[config.mk]
export PLATFORM = sky130hd
export DESIGN_NAME = game_status_uart_tx
export DESIGN_NICKNAME = d
export VERILOG_FILES = /design/src/rtl/uart_pkg.sv /design/src/rtl/uart_byte_tx.sv /design/src/rtl/game_status_uart_tx.sv
export SDC_FILE = /design/constraint.sdc
export NUM_CORES = 1
export LEC_CHECK = 0
export CORE_ASPECT_RATIO = 2
export CORE_MARGIN = 10
export CORE_UTILIZATION = 62
export CTS_CLUSTER_SIZE = 10
export DETAILED_ROUTE_END_ITERATION = 16
export PLACE_DENSITY_LB_ADDON = 0.15
export SYNTH_ARGS = -nofsm -noshare
export SYNTH_HDL_FRONTEND = slang
export SYNTH_SLANG_ARGS = --single-unit
export TNS_END_PERCENT = 10
[constraint.sdc]
create_clock -name clk -period 4.2 [get_ports clk]
set_input_delay 0.63 -clock clk [delete_from_list [all_inputs] [get_ports clk]]
set_output_delay 0.63 -clock clk [all_outputs]
set_load 0.03 [all_outputs]
[src/rtl/uart_pkg.sv]
// Shared types and constants for the game-status UART transmitter.
package uart_pkg;

  localparam int         DEFAULT_CLKS_PER_BIT = 1042;
  localparam logic [7:0] HEADER               = 8'hA5;

  typedef enum logic [1:0] {
    B_IDLE,
    B_START,
    B_DATA,
    B_STOP
  } byte_state_t;

  typedef enum logic [1:0] {
    P_IDLE,
    P_LOAD,
    P_WAIT,
    P_FIN
  } pkt_state_t;

  function automatic logic [7:0] packet_checksum(input logic [7:0] b1,
                                                 input logic [7:0] b2,
                                                 input logic [7:0] b3);
    return b1 ^ b2 ^ b3;
  endfunction

endpackage

[src/rtl/uart_byte_tx.sv]
// 8N1 byte serializer, LSB first. A start request seen in the last stop-bit
// cycle chains the next frame with no idle gap.
module uart_byte_tx
  import uart_pkg::*;
#(
  parameter int CLKS_PER_BIT = DEFAULT_CLKS_PER_BIT
) (
  input  logic       clk,
  input  logic       rst,
  input  logic       start,
  input  logic [7:0] data,
  output logic       serial,
  output logic       byte_busy,
  output logic       byte_done
);

  localparam int            CW   = $clog2(CLKS_PER_BIT);
  localparam logic [CW-1:0] LAST = CW'(CLKS_PER_BIT - 1);

  byte_state_t   state, state_n;
  logic [CW-1:0] baud_cnt, baud_cnt_n;
  logic [2:0]    bit_idx, bit_idx_n;
  logic [7:0]    shreg, shreg_n;
  logic          serial_n;
  logic          last;

  always_ff @(posedge clk or posedge rst) begin
    if (rst) begin
      state    <= B_IDLE;
      baud_cnt <= '0;
      bit_idx  <= '0;
      shreg    <= '0;
      serial   <= 1'b1;
    end else begin
      state    <= state_n;
      baud_cnt <= baud_cnt_n;
      bit_idx  <= bit_idx_n;
      shreg    <= shreg_n;
      serial   <= serial_n;
    end
  end

  assign last      = (baud_cnt == LAST);
  assign byte_busy = (state != B_IDLE);

  // serial_n is the line level for the next cycle, so the pin stays a pure flop
  always_comb begin
    state_n    = state;
    baud_cnt_n = baud_cnt;
    bit_idx_n  = bit_idx;
    shreg_n    = shreg;
    serial_n   = serial;
    byte_done  = 1'b0;
    case (state)
      B_IDLE: begin
        serial_n = 1'b1;
        if (start) begin
          state_n    = B_START;
          baud_cnt_n = '0;
          shreg_n    = data;
          serial_n   = 1'b0;
        end
      end
      B_START: begin
        if (last) begin
          state_n    = B_DATA;
          baud_cnt_n = '0;
          bit_idx_n  = '0;
          serial_n   = shreg[0];
          shreg_n    = {1'b0, shreg[7:1]};
        end else begin
          baud_cnt_n = baud_cnt + 1'b1;
        end
      end
      B_DATA: begin
        if (last) begin
          baud_cnt_n = '0;
          if (bit_idx == 3'd7) begin
            state_n  = B_STOP;
            serial_n = 1'b1;
          end else begin
            bit_idx_n = bit_idx + 3'd1;
            serial_n  = shreg[0];
            shreg_n   = {1'b0, shreg[7:1]};
          end
        end else begin
          baud_cnt_n = baud_cnt + 1'b1;
        end
      end
      B_STOP: begin
        if (last) begin
          byte_done  = 1'b1;
          baud_cnt_n = '0;
          if (start) begin
            state_n  = B_START;
            shreg_n  = data;
            serial_n = 1'b0;
          end else begin
            state_n = B_IDLE;
          end
        end else begin
          baud_cnt_n = baud_cnt + 1'b1;
        end
      end
      default: begin
        state_n  = B_IDLE;
        serial_n = 1'b1;
      end
    endcase
  end

endmodule

[src/rtl/game_status_uart_tx.sv]
// Latches one game-status snapshot and sends it to the host as a 5-byte
// packet: header, letter, score, index mask, XOR checksum.
module game_status_uart_tx #(
  parameter int         CLKS_PER_BIT = uart_pkg::DEFAULT_CLKS_PER_BIT,
  parameter logic [7:0] HEADER       = uart_pkg::HEADER
) (
  input  logic       clk,
  input  logic       rst,
  input  logic       send_valid,
  input  logic [7:0] letter,
  input  logic [2:0] correct,
  input  logic [2:0] incorrect,
  input  logic [4:0] indexCorrect,
  input  logic       gameEnd,
  input  logic       mistake,
  output logic       busy,
  output logic       tx_done,
  output logic       tx_serial
);

  import uart_pkg::*;

  pkt_state_t pstate, pstate_n;
  logic [2:0] byte_idx, byte_idx_n;
  logic [2:0] next_idx;
  logic [7:0] snap_letter, snap_status;
  logic [4:0] snap_index;
  logic       accept;
  logic       byte_start;
  logic [7:0] byte_data;
  logic [7:0] next_byte;
  logic       byte_busy;
  logic       byte_done;

  uart_byte_tx #(
    .CLKS_PER_BIT(CLKS_PER_BIT)
  ) u_byte_tx (
    .clk      (clk),
    .rst      (rst),
    .start    (byte_start),
    .data     (byte_data),
    .serial   (tx_serial),
    .byte_busy(byte_busy),
    .byte_done(byte_done)
  );

  // The byte engine is never idle between accept and the last stop bit
  assign busy    = byte_busy;
  assign accept  = send_valid && !busy;
  assign tx_done = (pstate == P_FIN);

  always_ff @(posedge clk or posedge rst) begin
    if (rst) begin
      pstate      <= P_IDLE;
      byte_idx    <= '0;
      snap_letter <= '0;
      snap_status <= '0;
      snap_index  <= '0;
    end else begin
      pstate   <= pstate_n;
      byte_idx <= byte_idx_n;
      if (accept) begin
        snap_letter <= letter;
        snap_status <= {correct, incorrect, gameEnd, mistake};
        snap_index  <= indexCorrect;
      end
    end
  end

  assign next_idx = byte_idx + 3'd1;

  always_comb begin
    next_byte = packet_checksum(snap_letter, snap_status, {3'b000, snap_index});
    case (next_idx)
      3'd1:    next_byte = snap_letter;
      3'd2:    next_byte = snap_status;
      3'd3:    next_byte = {3'b000, snap_index};
      default: ;
    endcase
  end

  // The header goes out on the accept edge itself, before the snapshot is visible
  always_comb begin
    pstate_n   = pstate;
    byte_idx_n = byte_idx;
    byte_start = 1'b0;
    byte_data  = HEADER;
    case (pstate)
      P_IDLE: begin
        byte_idx_n = '0;
        if (accept) begin
          pstate_n   = P_LOAD;
          byte_start = 1'b1;
        end
      end
      P_LOAD: begin
        pstate_n = P_WAIT;
      end
      P_WAIT: begin
        if (byte_done) begin
          if (byte_idx < 3'd4) begin
            pstate_n   = P_LOAD;
            byte_idx_n = next_idx;
            byte_start = 1'b1;
            byte_data  = next_byte;
          end else begin
            pstate_n = P_FIN;
          end
        end
      end
      P_FIN: begin
        if (accept) begin
          pstate_n   = P_LOAD;
          byte_idx_n = '0;
          byte_start = 1'b1;
        end else begin
          pstate_n = P_IDLE;
        end
      end
      default: pstate_n = P_IDLE;
    endcase
  end

endmodule

==> reports/summary.txt, run 1 <==
TritonCTS buffer count: 5
Die ar.: 8460 sq um
Post-synth EDFFs: 0
I/O Pins: 27
Origin of the critical flop-to-flop path: u_byte_tx.baud_cnt[6]$_DFFE_PP0P_
Switching power: 0.186 mW
Final Non-Filler Cells: 409
Final Wtd Congestion: 0.823
MaxCap Viol Count: 0
H-tree depth: 2
Post-CTS Hold Buffers: 0
Skew-Pair Late Insertion Delay: 0.32 ns
DRT antenna net count: 0
WL final: 7510 microns
Final Cycle Share: 61.5%
Crit start category: flip-flop
Initial antenna violation count: 0
Cells resized by post-CTS repair: 0
PD cells: 231 nW/um^2
CP most frequent cell: inv_1
Synthesized instance count: 325
Cell count after placement: 401
Crit-path max cell delay: 0.68 ns
CTS tree: done
Seq pwr share: 60.4%
Initial DRC count: 179
Req. time, crit path: 3.57 ns
Unrepaired setup endpoints after global routing: false
Commonest non-fill, non-tap cells in the layout: 50 x dfrtp_1, 35 x o21ai_0, 29 x nor2_1
Combinational Power Share: 3.8%
Crit Path Max Fanout: 6
Root Buffer Master: clkbuf_8
Min Tclk post-route: 2.58 ns
Die W: 70.2 microns
Worst setup path endpoint: busy
DRC Markers: 0
Synth Register Bits: 51
Area growth, synth to finish: 12.2%
Total grt overflow: 0
Crit-path slowest cell: clkdlybuf4s50_1
# setup viols final: 0
Top FF cell, synth: dfrtp_1
Worst hold path class: flip-flop to flip-flop
Vias/cell: 6.35
Leak pwr: 1.52 nW
Net count reported at finish: 393
Slew HR: 29.0%
Worst slew pin tran: 1.06 ns
Largest net degree at the start of global routing: 52
Final Hold Slack: 0.519 ns
Antenna diodes: 0
Cell Area, Synth: 3130 sq um
Synthesized net count: 367
Reg-to-reg endpoint: u_byte_tx.shreg[3]$_DFFE_PP0P_
Overall global routing resource usage: 17.9%
Clk pwr share: 35.8%
Post-CTS Setup Bufs: 0
Sequential area share after synthesis: 40.8%
P_int: 0.626 mW
Sw Share: 22.9%
Vias in the first global route: 2696
Crit path from: u_byte_tx.state[0]$_DFFE_PP0P_
Commonest non-fill, non-tap cell in the layout: dfrtp_1
Initial Utilization: 64.4%
Critical path class: flip-flop to output pin
Asr flop ratio synth: 100%
Worst Setup End Kind: output pin
HPWL Detailed: 5640 microns
Slew Limit Fails: 0
Worst Skew: 0.0129 ns
Worst-path clk slew: 0.09 ns
Reg2reg setup slack: 1.64 ns
Vias: 2598
CTS sink count: 51
Die Y: 120 microns
Final Total Pwr: 0.813 mW
Max VDD drop: 0.000240 V
Unique masters post-synth: 59
Fin. Hold Viols: 0
CP arrival: 1.95 ns
Synth Warn #: 0
R2R cell count: 5
Clock buffer depth: 2
Share of layout cells above drive strength 1: 12.2%
Crit path cell chain: inv_1 > ha_1 > inv_1 > clkdlybuf4s50_1
WL/cell: 18.3 microns
Setup TNS: 0 ns
Status: completed
Post-synthesis average cell area: 9.63 sq um
TritonRoute pass-1 iters: 5
# port buffers: 26
Core area: 4860 sq um
Highest Clock Rate: 387 MHz
Global-route wire length before repair: 12600 microns
Placement Rows: 36
==> cell families after synthesis <==
group	Yosys count	share of synthesized area (%)
fa+ha+maj	18	7.19
xor+xnor	7	1.96
buf+inv	23	3.24
compound gates	97	20.8
flops	51	40.8
mux	23	8.27
simple gates	106	17.7
==> sequential cells by signal, summed over array words and instances (netlist names) <==
| register | cells |
|---|---|
| snap_status | 8 |
| byte_idx | 3 |
| u_byte_tx.baud_cnt | 11 |
| pstate | 2 |
| u_byte_tx.bit_idx | 3 |
| u_byte_tx.state | 2 |
| u_byte_tx.serial | 1 |
| u_byte_tx.shreg | 8 |
| snap_index | 5 |
| snap_letter | 8 |
==> cells in the mapped netlist, drive strengths merged (7+ instances only) <==
master | count | share of area, %
inv | 14 | 1.7
nor2 | 29 | 3.5
a31oi | 9 | 2.2
dfrtp | 50 | 40
a21oi | 7 | 1.1
o21ai | 37 | 5.9
nand2 | 27 | 3.2
ha | 18 | 7.2
mux2 | 23 | 8.3
nand3 | 8 | 1.3
==> critical path, delay by kind of cell, from the launching register on <==
kind	cells	cell delay, ns
adder cells (fa/ha/maj)	1	0.29
flip-flops	1	0.44
buffers and inverters	3	0.92
==> layer usage <==
metal	wire (microns)	GRT usage [%]	vias to the layer above
met5	0	0	-
met4	324	10.7	0
met3	263	3.69	23
met2	4180	34.0	55
met1	2740	16.6	1271
li1	-	-	1249
==> cell type report <==
cell class | instances | area (sq um)
multi-input combinational | 251 | 1750
fill | 380 | 1350
sequential | 51 | 1280
timing repair buffer | 28 | 275
clock buffer | 6 | 72.6
tap | 57 | 71.3
inverter | 14 | 52.6
clock inverter | 2 | 12.5
==> worst min-delay path by stage <==
stage / start / end / slack [ns] / depth (start not counted)
final: u_byte_tx.bit_idx[2]$_DFFE_PP0P_ / u_byte_tx.bit_idx[2]$_DFFE_PP0P_ / 0.52 / 1
after global placement: u_byte_tx.bit_idx[1]$_DFFE_PP0P_ / u_byte_tx.bit_idx[1]$_DFFE_PP0P_ / 0.49 / 1
after floorplan: u_byte_tx.baud_cnt[10]$_DFFE_PP0P_ / u_byte_tx.baud_cnt[10]$_DFFE_PP0P_ / 0.46 / 1
after detailed placement: u_byte_tx.bit_idx[2]$_DFFE_PP0P_ / u_byte_tx.bit_idx[2]$_DFFE_PP0P_ / 0.50 / 1
after CTS: u_byte_tx.bit_idx[2]$_DFFE_PP0P_ / u_byte_tx.bit_idx[2]$_DFFE_PP0P_ / 0.52 / 1
after global routing: u_byte_tx.bit_idx[1]$_DFFE_PP0P_ / u_byte_tx.bit_idx[1]$_DFFE_PP0P_ / 0.54 / 1
==> through the flow <==
step / worst slack [ns] / cell area [sq um] / util, %
finish: 1.62 / 3510 / 72.2
global route: 1.48 / 3510 / 72.2
CTS: 1.59 / 3510 / 72.2
detailed placement: 1.54 / 3430 / 70.5
global placement: 1.63 / 3430 / 70.5
floorplan: 2.02 / 3130 / -
==> power by group through the flow <==
stage	Clock (mW)	Sequential, mW	Combinational (mW)
floorplan	0	0.500	0.00741
global placement	0	0.500	0.0316
detailed placement	0	0.500	0.0320
CTS	0.290	0.491	0.0322
global route	0.306	0.491	0.0343
finish	0.291	0.491	0.0312
Power figures use the tool's default switching activity.
==> run 2: changes to the inputs <==
- CORE_UTILIZATION: 62 -> 52
- clock period: 4.2 -> 2.3 ns (I/O delays scaled with it)
==> reports/summary.txt, run 2 (synthesis gave the netlist of run 1 again) <==
Status: completed
Net count reported at finish: 417
Final Cycle Share: 96.6%
TritonRoute pass-1 iters: 4
Total grt overflow: 0
Commonest non-fill, non-tap cells in the layout: 49 x dfrtp_1, 29 x o21ai_0, 29 x nor2_1
Highest Clock Rate: 450 MHz
Root Buffer Master: clkbuf_16
Share of layout cells above drive strength 1: 19.4%
PD cells: 478 nW/um^2
MaxCap Viol Count: 0
Die ar.: 9710 sq um
Clk pwr share: 47.7%
Crit-path slowest cell: or4bb_4
Initial DRC count: 210
WL final: 8010 microns
CTS tree: done
Vias: 2704
# port buffers: 26
TritonCTS buffer count: 5
Crit start category: flip-flop
Worst hold path class: primary input to asynchronous set/reset pin
CTS sink count: 51
H-tree depth: 2
Slew Limit Fails: 0
Die Y: 130 microns
Switching power: 0.355 mW
Min Tclk post-route: 2.22 ns
DRC Markers: 0
Crit Path Max Fanout: 6
HPWL Detailed: 6120 microns
Post-CTS Hold Buffers: 0
Unrepaired setup endpoints after global routing: true
Commonest non-fill, non-tap cell in the layout: dfrtp_1
I/O Pins: 27
Largest net degree at the start of global routing: 52
Sw Share: 19.4%
Post-DP Area: 3620 sq um
Req. time, crit path: 2.49 ns
CP arrival: 2.41 ns
Overall global routing resource usage: 17.2%
Post-route cell area: 3830 sq um
Combinational Power Share: 3.4%
Max VDD drop: 0.000367 V
Placement Rows: 40
P_int: 1.48 mW
Crit path cell chain: inv_1 > ha_1 > or4bb_4 > nor4_4 > buf_4 > nand3b_1 > a41oi_1 > o21a_1
Leak pwr: 1.69 nW
Core area: 5960 sq um
Skew-Pair Late Insertion Delay: 0.29 ns
Crit-path max cell delay: 0.55 ns
Initial Utilization: 52.6%
Worst slew pin tran: 0.609 ns
Worst setup margin: 0.0783 ns
Top reg by flops: u_byte_tx.baud_cnt
Initial antenna violation count: 0
Die W: 74.9 microns
DP Worst Slack: 0.0494 ns
Vias in the first global route: 2806
Area growth, synth to finish: 22.3%
Vias/cell: 6.16
Slew HR: 59.0%
Global-route wire length before repair: 13100 microns
Antenna diodes: 0
Worst-path clk slew: 0.07 ns
# setup viols final: 0
Final Hold Slack: 0.399 ns
Worst Setup End Kind: flip-flop
WL/cell: 18.3 microns
DRT antenna net count: 0
Clock buffer depth: 2
Fin. Hold Viols: 0
Final Wtd Congestion: 0.839
Max reg flops: 11
Seq pwr share: 49.0%
Worst Skew: 0.00332 ns
Critical path class: flip-flop to flip-flop
## run 2: cell types whose count changed in the layout (fill, tap and decap cells not counted), moves of 4 or more
cell       previous run  this run
buf_4                 2        25
o21ai_0              35        29
clkbuf_16             0         5
o21ai_1               2         7
clkbuf_8              5         1
## run 2: final cells by class
class | count | area, sq um
flip-flops and latches | 51 | 1280
fillers | 523 | 2130
clock buffers | 6 | 139
well taps | 63 | 78.8
repair buffers | 52 | 470
multi-input cells | 251 | 1770
clock inverters | 2 | 35.0
inverters | 14 | 52.6
## run 2: final timing paths
check                           slack (ns)                          from                          endpoint  cells after the start
worst max-delay path                  0.08         pstate[1]$_DFFE_PP0P_    u_byte_tx.state[0]$_DFFE_PP0P_                      8
worst min-delay path                  0.40                           rst  u_byte_tx.bit_idx[0]$_DFFE_PP0P_                      3
worst max register to register        0.08         pstate[1]$_DFFE_PP0P_    u_byte_tx.state[0]$_DFFE_PP0P_                      8
worst min register to register        0.52  u_byte_tx.serial$_DFFE_PP1P_      u_byte_tx.serial$_DFFE_PP1P_                      2
max in group asynchronous             1.62                           rst      u_byte_tx.serial$_DFFE_PP1P_                      3
min in group clk                      0.52  u_byte_tx.serial$_DFFE_PP1P_      u_byte_tx.serial$_DFFE_PP1P_                      2
## run 2: metrics by stage
| stage | setup TNS (ns) | total power [mW] | cells | util [%] |
|---|---|---|---|---|
| final | 0 | 1.83 | 439 | 64.3 |
| after global routing | -0.0998 | 1.89 | 439 | 64.3 |
| after CTS | 0 | 1.85 | 438 | 63.7 |
| after detailed placement | 0 | 0.976 | 430 | 60.8 |
| after global placement | 0 | 0.976 | 430 | 60.8 |
| after floorplan | 0 | 0.927 | 325 | - |
## run 2: repair_timing
| action | CTS | global route |
|---|---|---|
| setup endpoints to repair | 0 | 20 |
| buffers inserted | 0 | 1 |
| resized for setup | 0 | 13 |
## run 2: worst max-delay path: cells and delay by family (launching register included)
kind	cells	cell delay [ns]
AO/OA/AOI/OAI	2	0.32
AND/OR/NAND/NOR	3	0.92
flip-flops	1	0.42
adder cells (fa/ha/maj)	1	0.20
buffers and inverters	2	0.26
## run 2: power by group through the flow
stage	clock network (mW)	registers, mW	logic [mW]
2_1_floorplan	0	0.914	0.0135
3_3_place_gp	0	0.914	0.0621
3_5_place_dp	0	0.914	0.0625
6_report	0.873	0.897	0.0614
5_1_grt	0.929	0.896	0.0676
4_1_cts	0.888	0.896	0.0630
## run 2: metal layers
layer / global-route usage [%] / up-vias / part of all wire [%]
met4: 9.75 / 0 / 4.3
li1: - / 1296 / -
met1: 16.1 / 1331 / 36
met5: 0 / - / 0
met3: 3.19 / 24 / 3.0
met2: 32.6 / 53 / 57
==> patch 1 (config.mk and constraints of run 2) <==
Reset style: synchronous (`rst`), changed in 2 clocked blocks.
--- a/src/rtl/uart_byte_tx.sv
+++ b/src/rtl/uart_byte_tx.sv
@@ -24,7 +24,7 @@
   logic          serial_n;
   logic          last;
 
-  always_ff @(posedge clk or posedge rst) begin
+  always_ff @(posedge clk) begin
     if (rst) begin
       state    <= B_IDLE;
       baud_cnt <= '0;
--- a/src/rtl/game_status_uart_tx.sv
+++ b/src/rtl/game_status_uart_tx.sv
@@ -49,7 +49,7 @@
   assign accept  = send_valid && !busy;
   assign tx_done = (pstate == P_FIN);
 
-  always_ff @(posedge clk or posedge rst) begin
+  always_ff @(posedge clk) begin
     if (rst) begin
       pstate      <= P_IDLE;
       byte_idx    <= '0;
Behaviour: differs if rst is asserted again (counterexample within 4 cycles, from zero or initial values and one cycle with rst high); with rst held inactive, the same outputs for 10 cycles.
==> patch 1 against run 2 <==
Routed wire length fell by 1.5%. Area after synthesis shrank 3.4%. Design area is 6.2% lower. Sequential cell count is the same. Worst setup slack improved by 0.057 ns. Critical endpoint is now u_byte_tx.shreg[2].
Power is not compared: it rests on default switching activity, and its combinational part moved more than twofold at a synthesized area within 25%.
==> patch 1: results (changes against run 2) <==
Synth
  • Commonest register cell after synthesis: sky130_fd_sc_hd__dfxtp_1
  • FFs w/ async S/R, synth: 0 (-1.00)
  • Sequential cell area fraction in the yosys report: 0.338 (-0.0705)
  • Post-synthesis mux area share: 0.00331 (-0.0794)
  • Compound-cell area share of the yosys netlist: 0.270 (+0.0619)
  • Most used standard cell by instance count after synthesis: sky130_fd_sc_hd__nand2_1
  • Number of unique standard cell types used by synthesis: 57 (-3.4%)
  • Arithmetic-cell share of the synthesized area counting full adders, half adders and majority gates: 0.0745 (+0.00253)
  • Synth cell count leaders: sky130_fd_sc_hd__nand2_1, sky130_fd_sc_hd__a21oi_1, sky130_fd_sc_hd__dfxtp_1
  • Dominant cells by area after synthesis: sky130_fd_sc_hd__dfxtp_1, sky130_fd_sc_hd__a21oi_1, sky130_fd_sc_hd__nand2_1, sky130_fd_sc_hd__ha_1, sky130_fd_sc_hd__o21ai_0
  • Number of instances in the synthesized netlist: 385 (+18%)
  • Mapped Nets: 427 (+16%)

Clock tree
  • Clock Path Buffers: 2 (unchanged)

Power
  • Leakage component of the power: 0.00132 uW
  • Switching fraction of total power: 0.399

Drt
  • Vias: 2883 (+6.6%)
  • Total iterations of the first detailed-routing run: 5 (+1)
  • Routed length per instance: 16.5 um (-9.9%)
  • Routed length on met2: 4750 um (+4.3%)
  • Iteration-0 DRC Markers: 154 (-27%)
  • M1 wire length: 2740 um (-4.8%)

Outcome
  • Status: finished clean

Placed design
  • Setup Slack @ Placement: 0.0596 ns (+0.0103 ns)
  • Final weighted congestion of routability-driven global placement: 0.854 (+1.8%)
  • Post-Place Cell Area: 0.00342 sq mm (-5.5%)
  • # placed instances: 472 (+9.8%)
  • Estimated wirelength of the detail-placed design: 6120 um (about the same)

Layout
  • Share of final-layout standard cells stronger than drive strength 1: 0.117 (-0.0772)
  • Number of cells in the finished layout apart from fillers: 480 (+9.3%)
  • Fillers: 514 (-1.7%)
  • Number of nets in the layout: 460 (+10%)

Global route
  • Overall track demand over capacity in global routing: 0.170 (-0.00150)
  • Number of global-route vias before repair: 2820 (+0.50%)
  • Maximum number of pins on one net before global-route repair: 28 (-46%)
  • Global-route wire length before repair: 12900 um (-1.2%)

STA
  • Post-Route Skew: 0.00486 ns (+0.00153 ns)
  • Worst-margin pin slew: 0.483 ns (-0.126 ns)

Min path
  • Min-Delay Path Class: flop to flop

Critical path
  • Largest fanout of any net on the critical path: 7 (+1)
  • Slowest stage cell, crit path: sky130_fd_sc_hd__or3_1
  • Cell type group with the largest total delay on the critical path: compound AO/OA/AOI/OAI gates
  • Slowest Stage Delay on Critical Path: 0.46 ns (-0.09 ns)
patch 1: final timing paths:
| kind | start | cells after the start | endpoint | slack, ns |
|---|---|---|---|---|
| max | pstate[0] | 6 | u_byte_tx.shreg[2] | 0.14 |
| min | snap_letter[7] | 2 | snap_letter[7] | 0.47 |
| max reg2reg | pstate[0] | 6 | u_byte_tx.shreg[2] | 0.14 |
| min reg2reg | snap_letter[7] | 2 | snap_letter[7] | 0.47 |
patch 1: area by class of cell:
cell class / instances / area, sq um / share of cell area
tap: 61 / 76.3 / 0.0213
multi-input combinational: 299 / 1880 / 0.523
clock inverter: 2 / 12.5 / 0.00348
clock buffer: 6 / 129 / 0.0359
inverter: 13 / 48.8 / 0.0136
sequential: 51 / 1020 / 0.285
timing repair buffer: 48 / 424 / 0.118
patch 1: routing by layer:
layer / vias up / global-route usage
met5: - / 0
met4: 0 / 0.0816
met3: 13 / 0.0326
met2: 45 / 0.328
met1: 1364 / 0.159
li1: 1461 / -
==> patch 2 (config.mk and constraints of run 2) <==
Made on the original files. `DEFAULT_CLKS_PER_BIT`: 1042 -> 260.
--- a/src/rtl/uart_pkg.sv
+++ b/src/rtl/uart_pkg.sv
@@ -1,7 +1,7 @@
 // Shared types and constants for the game-status UART transmitter.
 package uart_pkg;
 
-  localparam int         DEFAULT_CLKS_PER_BIT = 1042;
+  localparam int         DEFAULT_CLKS_PER_BIT = 260;
   localparam logic [7:0] HEADER               = 8'hA5;
 
   typedef enum logic [1:0] {
Behaviour: same outputs for any inputs over 10 cycles, from zero or initial values and one cycle with rst high; that may be too few to reach the edited logic, so the function may still have changed.
==> patch 2 against run 2 <==
Clock power decreased by 26%. Sequential cell count decreased by 2. Worst setup slack got worse by 0.016 ns. Die area decreased by 4.9%. Synthesized cell count decreased by 9.8%. Area after synthesis decreased by 6.2%. Routed wire length decreased by 16%. Clock skew increased by 0.0030 ns. Total power decreased by 14%. Non-clock buffer count increased by 3. Design area decreased by 3.6%. Largest power group unchanged. Highest routed layer unchanged.
==> patch 2: results (changes against run 2) <==
Outcome
  • Status: finished clean

Global route
  • Overall track demand over capacity in global routing: 0.144 (-0.0278)
  • Maximum number of pins on one net before global-route repair: 27 (-48%)
  • Global-route wire length before repair: 10900 um (-17%)
  • Antenna violations before repair: 0 (unchanged)
  • Number of global-route vias before repair: 2565 (-8.6%)

Synth
  • Dominant cells by area after synthesis: sky130_fd_sc_hd__dfrtp_1, sky130_fd_sc_hd__mux2_2, sky130_fd_sc_hd__ha_1, sky130_fd_sc_hd__nor2_1, sky130_fd_sc_hd__xnor2_1
  • Mapped Nets: 334 (-9.0%)
  • Compound-cell area share of the yosys netlist: 0.187 (-0.0216)
  • Number of unique standard cell types used by synthesis: 57 (-3.4%)
  • Share of the synthesized netlist area taken by xor and xnor gates: 0.0388 (+0.0192)
  • Arithmetic-cell share of the synthesized area counting full adders, half adders and majority gates: 0.0724 (+0.000490)
  • Sequential cell area fraction in the yosys report: 0.418 (+0.00991)
  • Synth cell count leaders: sky130_fd_sc_hd__dfrtp_1, sky130_fd_sc_hd__nor2_1, sky130_fd_sc_hd__mux2_2
  • Commonest register cell after synthesis: sky130_fd_sc_hd__dfrtp_1
  • Post-synthesis mux area share: 0.0916 (+0.00887)
  • Number of flops mapped to enable cells by yosys: 0 (unchanged)
  • Yosys warning count: 0 (unchanged)
  • Count of state elements after synthesis: 49 (-3.9%)
  • FFs w/ async S/R, synth: 1.00 (unchanged)
  • Number of instances in the synthesized netlist: 293 (-9.8%)

Layout
  • Largest register FFs: 9 (-2)
  • Share of final-layout standard cells stronger than drive strength 1: 0.223 (+0.0290)
  • Register with the most flip-flops: u_byte_tx.baud_cnt
  • Number of cells in the finished layout apart from fillers: 405 (-7.7%)
  • Number of nets in the layout: 385 (-7.7%)

Power
  • Switching fraction of total power: 0.200 (+0.00625)
  • Leakage component of the power: 0.00165 uW (-2.4%)
  • Maximum VDD drop: 631 uV (+72%)

STA
  • Rel. slew slack: 0.646 (+0.0560)
  • Post-Route Skew: 0.00632 ns (+0.00300 ns)
  • Final hold violation count: 0 (unchanged)

Placed design
  • Final weighted congestion of routability-driven global placement: 0.807 (-3.9%)
  • Port Buffer Count: 26 (unchanged)
  • Post-Place Cell Area: 0.00345 sq mm (-4.6%)
  • Estimated wirelength of the detail-placed design: 5140 um (-16%)

Clock tree
  • Clock latency at the later pin of the worst-skew pair: 0.31 ns (+0.02 ns)
  • Number of buffers created by CTS: 5 (unchanged)
  • Buffer cell driving the clock tree root: sky130_fd_sc_hd__clkbuf_8
  • Clock Path Buffers: 2 (unchanged)
  • Number of H-tree branching levels: 2 (unchanged)
  • Clock transition at path regs: 0.09 ns (+0.02 ns)

Drt
  • Iteration-0 DRC Markers: 120 (-43%)
  • Vias: 2471 (-8.6%)
  • Routed length per instance: 16.7 um (-8.7%)

Critical path
  • Endpoint arrival time on the critical path: 2.44 ns (+0.03 ns)
  • Crit path launch: u_byte_tx.baud_cnt[0]
  • Largest fanout of any net on the critical path: 4 (-2)

Min path
  • Min-Delay Path Class: input port to async pin
patch 2: final timing paths:
check / to / slack, ns / cells past startpoint
hold / removal: snap_letter[0] / 0.38 / 2
min in group clk: u_byte_tx.shreg[2] / 0.51 / 2
setup / recovery: u_byte_tx.shreg[5] / 0.06 / 5
hold reg to reg: u_byte_tx.shreg[2] / 0.51 / 2
setup reg to reg: u_byte_tx.shreg[5] / 0.06 / 5
max in group asynchronous: u_byte_tx.serial / 1.33 / 3
patch 2: timing repair:
action                                  in CTS  in global routing
setup buffers                                0                  2
gates resized for setup                      1                 15
endpoints found under the setup margin       1                 13
gates cloned                                 0                  1
pin swaps                                    0                  8
patch 2: power groups by stage:
stage / Sequential, uW / Combinational [uW] / Clock (uW)
final: 861 / 61.2 / 646
after global routing: 861 / 67.4 / 687
after CTS: 861 / 63.4 / 668
after detailed placement: 878 / 63.1 / 0
after global placement: 878 / 62.8 / 0
after floorplan: 878 / 13.3 / 0
patch 2: per-stage QoR:
stage,hold WS (ns),TNS (ns),setup WS (ns),util
after floorplan,0.450,0,0.134,-
after global placement,0.466,0,0.113,0.632
after detailed placement,0.485,0,0.0691,0.632
after CTS,0.394,0,0.0394,0.653
after global routing,0.418,-0.0564,-0.0244,0.675
final,0.382,0,0.0625,0.675
patch 2: layout make-up:
| cell class | instances | area, sq um |
|---|---|---|
| timing repair buffer | 55 | 532 |
| fill | 437 | 1780 |
| tap | 60 | 75.1 |
| clock inverter | 1 | 30.0 |
| sequential | 49 | 1230 |
| inverter | 12 | 45.0 |
| multi-input combinational | 221 | 1690 |
| clock buffer | 7 | 86.3 |
patch 2: kinds of logic after synthesis:
| logic type | Yosys count |
|---|---|
| flip-flops | 49 |
| AO/OA/AOI/OAI | 79 |
| AND/OR/NAND/NOR | 88 |
| XOR/XNOR | 13 |
| multiplexers | 24 |
| adder cells (fa/ha/maj) | 17 |
| buffers and inverters | 23 |
patch 2: critical path, stage by stage, from the launching register on:
cell and delay (ns):
sky130_fd_sc_hd__dfrtp_1 0.39, sky130_fd_sc_hd__ha_2 0.20, sky130_fd_sc_hd__or4bb_4 0.49, sky130_fd_sc_hd__o31a_1 0.35, sky130_fd_sc_hd__a211oi_4 0.32, sky130_fd_sc_hd__mux2_2 0.37
patch 2: routing by layer:
| layer | part of all wire | global-route usage |
|---|---|---|
| met1 | 0.37 | 0.134 |
| met2 | 0.58 | 0.266 |
| met3 | 0.023 | 0.0299 |
| met4 | 0.025 | 0.0876 |
| met5 | 0 | 0 |
